$ cat src/rtl/instr_issue_queue.sv
`default_nettype none
// ============================================================================
// Module      : instr_issue_queue
// Description : Decode and issue buffer in front of the scoreboard. Accepts
//               packed instruction words from fetch over valid/ready. Each
//               word's op is decoded into an FU type, and up to DEPTH
//               entries are held in program order. The head entry is
//               presented on the inst_* interface and held stable while
//               stall is high. Illegal ops (op==7) are consumed, dropped
//               and recorded in a sticky flag.
// Options     : IQ_BYPASS_EN - when the queue is empty, a legal incoming
//               word is presented combinationally. If the scoreboard takes
//               it the same cycle, the word is never stored.
// Revision    : 1.0 - initial release
// ============================================================================
module instr_issue_queue #(
  parameter int DEPTH    = 4,
  parameter int REG_BITS = 5,
  parameter int CNT_BITS = 3
) (
  input  logic                  clk,
  input  logic                  rst,
  input  logic                  flush,
  input  logic                  in_valid,
  output logic                  in_ready,
  input  logic [3+3*REG_BITS-1:0] in_instr,
  output logic                  inst_valid,
  output logic [2:0]            inst_op,
  output logic [REG_BITS-1:0]   inst_fi,
  output logic [REG_BITS-1:0]   inst_fj,
  output logic [REG_BITS-1:0]   inst_fk,
  output logic [1:0]            inst_fu_type,
  input  logic                  stall,
  output logic [CNT_BITS-1:0]   count,
  output logic                  illegal_seen
);

  localparam int PTR_BITS = $clog2(DEPTH);
  localparam int IW       = 3 + 3*REG_BITS;
  // A stored entry is the instruction word with its decoded FU type appended.
  localparam int EW       = IW + 2;

  localparam logic [CNT_BITS-1:0] C_DEPTH      = CNT_BITS'(DEPTH);
  localparam logic [CNT_BITS-1:0] C_CNT_ZERO   = '0;
  localparam logic [2:0]          C_OP_MUL     = 3'd5;
  localparam logic [2:0]          C_OP_DIV     = 3'd6;
  localparam logic [2:0]          C_OP_ILLEGAL = 3'd7;
  localparam logic [1:0]          C_FU_ALU     = 2'd0;
  localparam logic [1:0]          C_FU_MUL     = 2'd2;
  localparam logic [1:0]          C_FU_DIV     = 2'd3;

  // Map an op to its functional unit. ADD..XOR share the ALU.
  function automatic logic [1:0] decode_fu(input logic [2:0] op);
    logic [1:0] fu;
    fu = C_FU_ALU;
    case (op)
      C_OP_MUL: fu = C_FU_MUL;
      C_OP_DIV: fu = C_FU_DIV;
      default:  fu = C_FU_ALU;
    endcase
    return fu;
  endfunction

  // --------------------------------------------------------------------------
  // State
  // --------------------------------------------------------------------------
  logic [EW-1:0]       mem_q [DEPTH];
  logic [EW-1:0]       mem_d [DEPTH];
  logic [PTR_BITS-1:0] head_q, head_d;
  logic [PTR_BITS-1:0] tail_q, tail_d;
  logic [CNT_BITS-1:0] count_q, count_d;
  logic                illegal_q, illegal_d;

  // --------------------------------------------------------------------------
  // Incoming word fields and decode
  // --------------------------------------------------------------------------
  logic [2:0]          w_in_op;
  logic [REG_BITS-1:0] w_in_fi;
  logic [REG_BITS-1:0] w_in_fj;
  logic [REG_BITS-1:0] w_in_fk;
  logic [1:0]          w_in_fu;
  logic                w_in_legal;
  logic [EW-1:0]       w_in_entry;
  logic                w_accept;
  logic                w_push;
  logic                w_pop;
  logic                w_stored_valid;
  logic                w_byp_active;
  logic                w_byp_issue;
  logic [EW-1:0]       w_head_entry;

  assign w_in_op    = in_instr[IW-1 -: 3];
  assign w_in_fi    = in_instr[3*REG_BITS-1 -: REG_BITS];
  assign w_in_fj    = in_instr[2*REG_BITS-1 -: REG_BITS];
  assign w_in_fk    = in_instr[REG_BITS-1:0];
  assign w_in_fu    = decode_fu(w_in_op);
  assign w_in_legal = (w_in_op != C_OP_ILLEGAL);
  assign w_in_entry = {in_instr, w_in_fu};

  // No same-cycle credit: a pop while full does not open a slot for a push.
  assign in_ready = (count_q < C_DEPTH) && !flush;
  assign w_accept = in_valid && in_ready;

  assign w_stored_valid = (count_q != C_CNT_ZERO);

`ifdef IQ_BYPASS_EN
  // The incoming word may be issued directly only when nothing older is queued.
  assign w_byp_active = !w_stored_valid && w_accept && w_in_legal;
  assign w_byp_issue  = w_byp_active && !stall;
`else
  assign w_byp_active = 1'b0;
  assign w_byp_issue  = 1'b0;
`endif

  // A word that issued through the bypass is not also stored.
  assign w_push = w_accept && w_in_legal && !w_byp_issue;
  assign w_pop  = w_stored_valid && !stall;

  assign w_head_entry = mem_q[head_q];

  // --------------------------------------------------------------------------
  // Head presentation: stored head first, otherwise bypass word, otherwise 0.
  // --------------------------------------------------------------------------
  always_comb begin
    inst_valid   = 1'b0;
    inst_op      = '0;
    inst_fi      = '0;
    inst_fj      = '0;
    inst_fk      = '0;
    inst_fu_type = '0;
    if (w_stored_valid) begin
      inst_valid   = 1'b1;
      inst_op      = w_head_entry[EW-1 -: 3];
      inst_fi      = w_head_entry[3*REG_BITS+1 -: REG_BITS];
      inst_fj      = w_head_entry[2*REG_BITS+1 -: REG_BITS];
      inst_fk      = w_head_entry[REG_BITS+1 -: REG_BITS];
      inst_fu_type = w_head_entry[1:0];
    end else if (w_byp_active) begin
      inst_valid   = 1'b1;
      inst_op      = w_in_op;
      inst_fi      = w_in_fi;
      inst_fj      = w_in_fj;
      inst_fk      = w_in_fk;
      inst_fu_type = w_in_fu;
    end
  end

  assign count        = count_q;
  assign illegal_seen = illegal_q;

  // --------------------------------------------------------------------------
  // Next-state: flush clears pointers and occupancy ahead of any push or pop.
  // --------------------------------------------------------------------------
  always_comb begin
    mem_d     = mem_q;
    head_d    = head_q;
    tail_d    = tail_q;
    count_d   = count_q;
    illegal_d = illegal_q || (w_accept && !w_in_legal);
    if (flush) begin
      head_d  = '0;
      tail_d  = '0;
      count_d = '0;
    end else begin
      if (w_push) begin
        mem_d[tail_q] = w_in_entry;
        tail_d        = tail_q + 1'b1;
      end
      if (w_pop) begin
        head_d = head_q + 1'b1;
      end
      count_d = count_q + CNT_BITS'(w_push) - CNT_BITS'(w_pop);
    end
  end

  // Register update; reset discards every entry and the sticky illegal flag.
  always_ff @(posedge clk) begin
    if (rst) begin
      for (int i = 0; i < DEPTH; i++) begin
        mem_q[i] <= '0;
      end
      head_q    <= '0;
      tail_q    <= '0;
      count_q   <= '0;
      illegal_q <= 1'b0;
    end else begin
      for (int i = 0; i < DEPTH; i++) begin
        mem_q[i] <= mem_d[i];
      end
      head_q    <= head_d;
      tail_q    <= tail_d;
      count_q   <= count_d;
      illegal_q <= illegal_d;
    end
  end

endmodule
`default_nettype wire

$ cat config.mk
export PLATFORM = sky130hd
export DESIGN_NAME = instr_issue_queue
export DESIGN_NICKNAME = d
export VERILOG_FILES = /design/src/rtl/instr_issue_queue.sv
export SDC_FILE = /design/constraint.sdc
export NUM_CORES = 1
export LEC_CHECK = 0
export CAP_MARGIN = 5
export CORE_ASPECT_RATIO = 1.2
export CORE_MARGIN = 10
export CORE_UTILIZATION = 24
export CTS_BUF_LIST = sky130_fd_sc_hd__clkbuf_16
export DETAILED_ROUTE_END_ITERATION = 16
export DONT_BUFFER_PORTS = 1
export SLEW_MARGIN = 40
export SYNTH_ARGS = -nofsm -noshare
export SYNTH_HDL_FRONTEND = slang
export SYNTH_SLANG_ARGS = --single-unit
$ cat constraint.sdc
create_clock -name clk -period 2.05 [get_ports clk]
set_clock_uncertainty 0.05 [all_clocks]
set_input_delay 0.3075 -clock clk [delete_from_list [all_inputs] [get_ports clk]]
set_output_delay 0.3075 -clock clk [all_outputs]
set_load 0.03 [all_outputs]
==> flow_metrics.tcl, run 1 <==
set metrics [dict create \
    die_h_um 167 \
    diodes 0 \
    avgSynthCellArea_sq_um 11.3 \
    ys.flop_type "dfxtp_1" \
    syn_inst 380 \
    syn_to_final_growth_pct 23.9 \
    synthDistinctLibCells 34 \
    worstSkewPairLatency_ns 0.33 \
    clk_pin_slew_worst_paths_ns 0.06 \
    startpoint "head_q[0]" \
    worst-setup-path-type "reg -> out" \
    post-place-ws_ns -0.0506 \
    min_path_cells 1 \
    grt_max_degree 104 \
    powerDensity_mw_per_mm2 702 \
    tns_ns -0.00787 \
    peakVddDrop_uv 517 \
    crit_slowest_cell "mux4_2" \
    synth_area_leaders "dfxtp_1 41%, mux2i_1 19%, nand2b_1 11%" \
    yosys_warnings 0 \
    place.gp.congestion 0.727 \
    worstHoldStart "rst" \
    cpPeakStageDelay_ns 0.50 \
    p_leak_nw 2.28 \
    outcome "complete, but fails checks" \
    antenna_found_initial 0 \
    synth_fp_nets 410 \
    slew_viol_final 0 \
    r2r_slack_ns -0.004 \
    crit_path_end_kind "primary output" \
    grt_pass1_vias 2908 \
    reg2reg_depth 10 \
    yosysSeqAreaShare_pct 40.8 \
    die_area_sq_mm 0.0238 \
    detail_route.wl_per_cell_um 16.0 \
    final_util_pct 30.4 \
    drtIter0Drc 53 \
    drive_above_1_share_pct 30.2 \
    postRouteAntennaNets 0 \
    route.detailed.drc 0 \
    synth-seq-cells 88 \
    cts-root-buf "clkbuf_16" \
    vias 2763 \
    place_hpwl_mm 7.04 \
    clk_path_buf_depth 2 \
    hold_ws_ns 0.0250 \
    synth_area_sq_mm 0.00431 \
    critPathArrivalTime_ns 1.70 \
    async_reset_ff_share_pct 0 \
    cts_tree "done" \
    wirelength_mm 10.1 \
    cts_buffers 9 \
    setup-violations-final 3 \
    initial_core_util_pct 24.5 \
    rows 53 \
    yosysTopAreaCell "dfxtp_1" \
    cp.required_ns 1.69 \
    cp-start-kind "register" \
    core_area_sq_mm 0.0176 \
    period_share_pct 100 \
    synth_top_area_share_pct 40.8 \
    path_cells "buf_12 > mux4_2 > and2_4 > buf_12" \
    synth-edff-count 0 \
    num-nets-final 437 \
    stdcell_count 631 \
    drv_cap 0 \
    timing.final.ws_setup_ns -0.00409 \
    finalCriticalPeriod_ns 2.05 \
    dpl.cell_count 609 \
    rsz0062_at_grt "true" \
    grt-ovfl-total 0 \
    hold-path-endpoint "count[1]" \
    htree_levels 3 \
    grt_pass1_wl_mm 16.0 \
    cts.sinks 88 \
    grt.total_usage_pct 8.56 \
    slew_headroom_pct 76.4 \
    path_max_fanout 6 \
    violations "negative setup slack" \
    cp_common_cell "buf_12" \
    finalHoldViolations 0 \
    first_pass_iters 4 \
    io_pins 49 \
    timing.rr.end "count[2]" \
    avgViaCountPerCell 4.38 \
    max_clock_freq_mhz 487 \
    hold_path.class "in -> reg" \
    worstMarginPinSlew_ns 0.353 \
    die_w_um 142 \
    r2r_start "count[2]" \
    place.port_buffers 0 \
]
## where the power goes
part	leakage (nW)	internal [mW]	switching (mW)
registers	0.714	1.74	0.0201
logic	1.41	0.185	0.168
clock network	0.153	0.998	0.641
## cell families after synthesis
group	Yosys count	synth area share, %
multiplexers	103	29.7
AND/OR/NAND/NOR	146	22.1
XOR/XNOR	3	0.609
AO/OA/AOI/OAI	2	0.261
buffers and inverters	31	4.24
flip-flops	88	40.8
adder cells (fa/ha/maj)	7	2.20
## how the worst max path moves through the flow
stage / to / slack [ns]
after floorplan: count[2] / -0.16
after global placement: count[2] / 0.04
after detailed placement: count[2] / -0.05
after CTS: inst_op[2] / -0.03
after global routing: count[2] / -0.1
final: inst_op[2] / -0.004
## critical path: cells and delay by family, from the launching register on
| kind | cells | cell delay (ns) |
|---|---|---|
| flip-flops | 1 | 0.41 |
| buffers and inverters | 2 | 0.28 |
| AND/OR/NAND/NOR | 1 | 0.17 |
| multiplexers | 1 | 0.50 |
## flip-flops by register name, indices dropped and copies added (netlist names)
register	count
count	3
head_q	2
illegal_seen	1
mem_q	80
tail_q	2
## cell usage in the layout, fill, tap and decap left out, types with 3 or more instances in the layout
cell	synthesis	final
and2_4	0	19
nand2b_1	78	78
inv_1	5	7
mux2i_1	83	83
dfxtp_4	0	3
mux4_2	20	20
dfxtp_1	88	84
nand4_1	4	4
or2b_2	17	17
buf_6	4	14
ha_1	6	6
or2b_1	3	3
clkbuf_16	0	10
buf_12	1	11
nand2_1	7	7
buf_4	3	14
## cell usage after synthesis (3+ instances only)
cell / n
mux2i_1: 83
ha_1: 6
mux4_2: 20
or2b_1: 3
buf_6: 4
nand2b_1: 78
nand4_1: 4
or2b_2: 17
inv_1: 5
clkbuf_1: 11
dfxtp_1: 88
and2_1: 22
buf_2: 7
buf_4: 3
nand2_1: 7
## stage by stage
stage               cell area, sq um  total power [mW]
floorplan                       4330              2.03
global placement                4830              2.11
detailed placement              4830              2.12
CTS                             5300              3.79
global route                    5340              3.88
finish                          5340              3.75
## what timing repair did
| action | CTS | global route |
|---|---|---|
| endpoints found under the setup margin | 21 | 20 |
| hold endpoints to repair | 1 | 1 |
| hold buffers | 1 | 1 |
| setup buffers | 3 | 1 |
| pin swaps | 15 | 6 |
| gates cloned | 1 | 0 |
| resized for setup | 35 | 11 |
## metal layers
metal	track usage, %	part of all wire, %	wire (um)	vias up
li1	-	-	-	1355
met1	9.75	44	4440	1364
met2	14.6	50	5100	36
met3	2.59	4.0	407	8
met4	3.17	1.5	152	0
met5	0	0	0	-
## layout make-up
class                      instances  area (sq um)
clock buffer                      10           250
clock inverter                     5          48.8
fill                            1744         12200
inverter                           5          18.8
multi-input combinational        261          2450
sequential                        88          1770
tap                              220           275
timing repair buffer              42           531
Note: power is estimated with default switching activity, not from simulation.
==> run 2, diff against run 1 <==
--- a/config.mk
+++ b/config.mk
@@ -12,7 +12,8 @@
 export CTS_BUF_LIST = sky130_fd_sc_hd__clkbuf_16
 export DETAILED_ROUTE_END_ITERATION = 16
 export DONT_BUFFER_PORTS = 1
-export SLEW_MARGIN = 40
+export GPL_TIMING_DRIVEN = 0
+export SLEW_MARGIN = 20
 export SYNTH_ARGS = -nofsm -noshare
 export SYNTH_HDL_FRONTEND = slang
 export SYNTH_SLANG_ARGS = --single-unit
==> flow_metrics.tcl, run 2 (synthesis gave the netlist of run 1 again) <==
set metrics [dict create \
    die_w_um 142 \
    clk_pin_slew_worst_paths_ns 0.07 \
    critPathArrivalTime_ns 2.41 \
    multi_input_comb_area_sq_mm 0.00248 \
    cp-start-kind "register" \
    peakVddDrop_uv 343 \
    outcome "complete, but fails checks" \
    vias 2782 \
    final_util_pct 29.2 \
    place.port_buffers 0 \
    period_share_pct 109 \
    p_leak_nw 2.14 \
    path_max_fanout 8 \
    num-nets-final 429 \
    netSwitchingFraction_pct 25.5 \
    initial_core_util_pct 24.5 \
    grt_max_degree 16 \
    die_area_sq_mm 0.0238 \
    worst-setup-path-type "reg -> reg" \
    post-place-ws_ns -0.401 \
    p_sw_mw 0.930 \
    largest_reg_flops 80 \
    io_pins 49 \
    worstSkewPairLatency_ns 0.34 \
    grt_pass1_wl_mm 18.0 \
    cts-root-buf "clkbuf_16" \
    syn_to_final_growth_pct 18.8 \
    grt-ovfl-total 0 \
    clk_path_buf_depth 2 \
    cts_buffers 9 \
    r2r_slack_ns -0.18 \
    timing.final.ws_setup_ns -0.178 \
    internal_power_mw 2.72 \
    die_h_um 167 \
    rows 53 \
    htree_levels 3 \
    seq_area_sq_mm 0.00178 \
    crit_path_end_kind "register" \
    cts_tree "done" \
    p_total_mw 3.65 \
    powerDensity_mw_per_mm2 712 \
    tns_ns -0.231 \
    slew_headroom_pct 55.9 \
    finalHoldViolations 0 \
    pwr-share-seq_pct 48.3 \
    rsz0062_at_grt "true" \
    cp.required_ns 2.24 \
    worstMarginPinSlew_ns 0.662 \
    num-fill-cells 1733 \
    postRouteAntennaNets 0 \
    dpl.cell_count 600 \
    detail_route.wl_per_cell_um 18.8 \
    most-common-layout-cells "83 x mux2i_1, 83 x dfxtp_1, 78 x nand2b_1" \
    diodes 0 \
    route.detailed.drc 0 \
    finalCriticalPeriod_ns 2.23 \
    core_area_sq_mm 0.0176 \
    pwr-share-comb_pct 9.9 \
    drv_cap 0 \
    clockPowerShare_pct 41.8 \
    place.gp.congestion 0.750 \
    largest_register "mem_q" \
    wirelength_mm 11.7 \
    grt_pass1_vias 3033 \
    place_hpwl_mm 8.33 \
    first_pass_iters 4 \
    max_clock_freq_mhz 449 \
    grt.total_usage_pct 9.90 \
    stdcell_count 624 \
    drtIter0Drc 114 \
    drive_above_1_share_pct 28.2 \
    antenna_found_initial 0 \
    setup-violations-final 2 \
    hold_path.class "in -> reg" \
    cts.sinks 88 \
    avgViaCountPerCell 4.46 \
    slew_viol_final 0 \
    violations "negative setup slack" \
]
## run 2: cell types whose count changed in the layout (fill, tap and decap cells not counted), moves of 3 or more
cell / delta
inv_1: -4
buf_8: +3
buf_12: -8
clkbuf_1: +9
buf_6: -13
buf_2: +7
buf_4: -7
clkinv_4: +3
## run 2: per-stage QoR
stage	instance area, sq um	hold slack, ns
after floorplan	4330	0.336
after global placement	4600	0.341
after detailed placement	4600	0.345
after CTS	5100	0.0783
after global routing	5120	0.0855
final	5120	0.0838
## run 2: final cells by class
cell class | count | area share [%]
Timing Repair Buffer | 8 | 1.61
Clock inverter | 7 | 0.928
Inverter | 5 | 0.366
Multi-Input combinational cell | 261 | 48.4
Tap cell | 220 | 5.37
Clock buffer | 9 | 4.40
Sequential cell | 88 | 34.7
Buffer | 26 | 4.18
## run 2: critical path, cell delays in order, from the launching register on
cell,delay (ns)
dfxtp_4,0.40
nor2_4,0.33
nand3_4,0.14
ha_4,0.24
inv_2,0.06
ha_4,0.12
inv_2,0.03
fa_2,0.34
xnor2_2,0.15
xnor2_1,0.12
and2_1,0.15
## run 2: per-layer routing
layer | up-vias | wire length [um] | track usage [%]
met5 | - | 0 | 0
met4 | 0 | 123 | 3.22
met3 | 11 | 549 | 3.02
met2 | 43 | 5990 | 16.6
met1 | 1389 | 5050 | 11.7
li1 | 1339 | - | -
## run 2: path summary, 6_finish.rpt
path / depth (start not counted) / end / start
worst min-delay path: 2 / illegal_seen / in_valid
worst max register to register: 10 / count[2] / count[2]
worst max-delay path: 10 / count[2] / count[2]
worst min register to register: 2 / mem_q[56] / mem_q[56]
## run 2: repair_timing
action,4_1_cts,5_1_grt
setup endpoints to repair,23,13
hold endpoints to repair,1,0
gates cloned,1,0
resized for setup,65,6
buffers inserted,5,1
hold buffers,1,0
pin swaps,6,4
## run 2: power by group through the flow
stage	Clock (mW)	Combinational [mW]	Sequential, mW
2_1_floorplan	0	0.230	1.80
3_3_place_gp	0	0.307	1.80
3_5_place_dp	0	0.312	1.80
4_1_cts	1.56	0.362	1.77
5_1_grt	1.63	0.392	1.77
6_report	1.53	0.360	1.76
==> run 3, diff against run 2 <==
--- a/config.mk
+++ b/config.mk
@@ -13,6 +13,7 @@
 export DETAILED_ROUTE_END_ITERATION = 16
 export DONT_BUFFER_PORTS = 1
 export GPL_TIMING_DRIVEN = 0
+export PLACE_DENSITY_LB_ADDON = 0.2
 export SLEW_MARGIN = 20
 export SYNTH_ARGS = -nofsm -noshare
 export SYNTH_HDL_FRONTEND = slang
==> flow_metrics.tcl, run 3 (synthesis gave the netlist of run 1 again) <==
set metrics [dict create \
    outcome "complete, but fails checks" \
    violations "negative setup slack" \
    grt_pass1_vias 3007 \
    grt_pass1_wl_mm 18.5 \
    place.gp.congestion 0.732 \
    crit_path_end_kind "register" \
    most-common-layout-cells "83 x mux2i_1, 83 x dfxtp_1, 78 x nand2b_1" \
    post-route-cell-area_sq_mm 0.00514 \
    critPathArrivalTime_ns 2.39 \
    postRouteAntennaNets 0 \
    cts-root-buf "clkbuf_16" \
    seq_area_sq_mm 0.00178 \
    final_util_pct 29.2 \
    worst-setup-path-type "reg -> reg" \
    setup-violations-final 2 \
    place_hpwl_mm 8.45 \
    netSwitchingFraction_pct 24.6 \
    wirelength_mm 12.1 \
    cts_buffers 9 \
    core_area_sq_mm 0.0176 \
    antenna_found_initial 0 \
    drv_cap 0 \
    detail_route.wl_per_cell_um 19.4 \
    grt-ovfl-total 0 \
    drtIter0Drc 92 \
    internal_power_mw 2.82 \
    htree_levels 3 \
    grt.total_usage_pct 10.4 \
    slew_viol_final 0 \
    cts.sinks 88 \
    io_pins 49 \
    pwr-share-seq_pct 47.2 \
    vias 2739 \
    num-fill-cells 1771 \
    grt_max_degree 14 \
    p_sw_mw 0.921 \
    largest_reg_flops 80 \
    rsz0062_at_grt "true" \
    route.detailed.drc 0 \
    post-place-ws_ns -0.374 \
    cp-start-kind "register" \
    dpl_cell_area_sq_mm 0.00460 \
    clk_path_buf_depth 2 \
    die_w_um 142 \
    initial_core_util_pct 24.5 \
    slew_headroom_pct 57.9 \
    clockPowerShare_pct 43.1 \
    first_pass_iters 4 \
    largest_register "mem_q" \
    pwr-share-comb_pct 9.7 \
    path_max_fanout 8 \
    p_total_mw 3.74 \
    r2r_slack_ns -0.16 \
    cp.required_ns 2.23 \
    max_clock_freq_mhz 453 \
    tns_ns -0.207 \
    place.port_buffers 0 \
    die_area_sq_mm 0.0238 \
    cts_tree "done" \
    clk_pin_slew_worst_paths_ns 0.06 \
    p_leak_nw 2.14 \
    powerDensity_mw_per_mm2 729 \
    hold_path.class "in -> reg" \
    syn_to_final_growth_pct 19.1 \
    worstSkewPairLatency_ns 0.34 \
    rows 53 \
    num-nets-final 429 \
    finalHoldViolations 0 \
    avgViaCountPerCell 4.40 \
    die_h_um 167 \
    finalCriticalPeriod_ns 2.21 \
    timing.final.ws_setup_ns -0.158 \
    multi_input_comb_area_sq_mm 0.00248 \
    peakVddDrop_uv 275 \
    worstMarginPinSlew_ns 0.631 \
    drive_above_1_share_pct 27.8 \
    period_share_pct 108 \
    diodes 0 \
]
run 3: cell types whose count changed in the layout (fill, tap and decap cells not counted):
cell,before,now
buf_4,7,4
buf_6,1,4
clkinv_4,3,0
bufinv_16,0,1
clkinv_1,2,3
clkinv_2,1,2
dfxtp_2,1,2
dfxtp_4,4,3
inv_6,1,0
run 3: through the flow:
step | cells | hold WS (ns)
after global placement | 600 | 0.341
after global routing | 623 | 0.0794
after floorplan | 380 | 0.336
final | 623 | 0.0821
after CTS | 622 | 0.0669
after detailed placement | 600 | 0.344
run 3: power groups by stage:
stage | logic [mW] | registers, mW | clock network, mW
3_5_place_dp | 0.320 | 1.80 | 0
2_1_floorplan | 0.230 | 1.80 | 0
4_1_cts | 0.371 | 1.77 | 1.65
6_report | 0.363 | 1.77 | 1.61
5_1_grt | 0.397 | 1.77 | 1.73
3_3_place_gp | 0.316 | 1.80 | 0
run 3: layer usage:
metal / track usage, % / part of all wire (%)
met3: 2.76 / 4.2
met4: 3.96 / 1.7
met1: 12.5 / 44
met5: 0 / 0
met2: 17.2 / 50
run 3: what timing repair did:
item,CTS,global route
setup buffers,5,1
gates resized for setup,68,5
cloned,1,0
endpoints found under the hold margin,1,0
hold buffers,1,0
endpoints found under the setup margin,23,21
pin swaps,6,4
run 3: final timing paths:
check,from,endpoint,cells past startpoint
setup / recovery,count[2],count[2],10
hold / removal,in_valid,illegal_seen,2
setup reg to reg,count[2],count[2],10
hold reg to reg,mem_q[6],mem_q[6],2
run 3: cell type report:
cell class	count	share of cell area [%]
multi-input cells	261	48.3
flip-flops and latches	88	34.6
well taps	220	5.36
clock buffers	9	4.38
plain buffers	26	4.17
repair buffers	8	1.83
clock inverters	6	0.999
inverters	5	0.365
run 3: worst max-delay path: stages, from the launching register on:
cell	delay [ns]
dfxtp_4	0.40
nor2_4	0.33
nand3_4	0.13
ha_4	0.23
inv_2	0.06
ha_4	0.11
inv_2	0.03
fa_2	0.34
xnor2_2	0.14
xnor2_1	0.12
and2_1	0.14
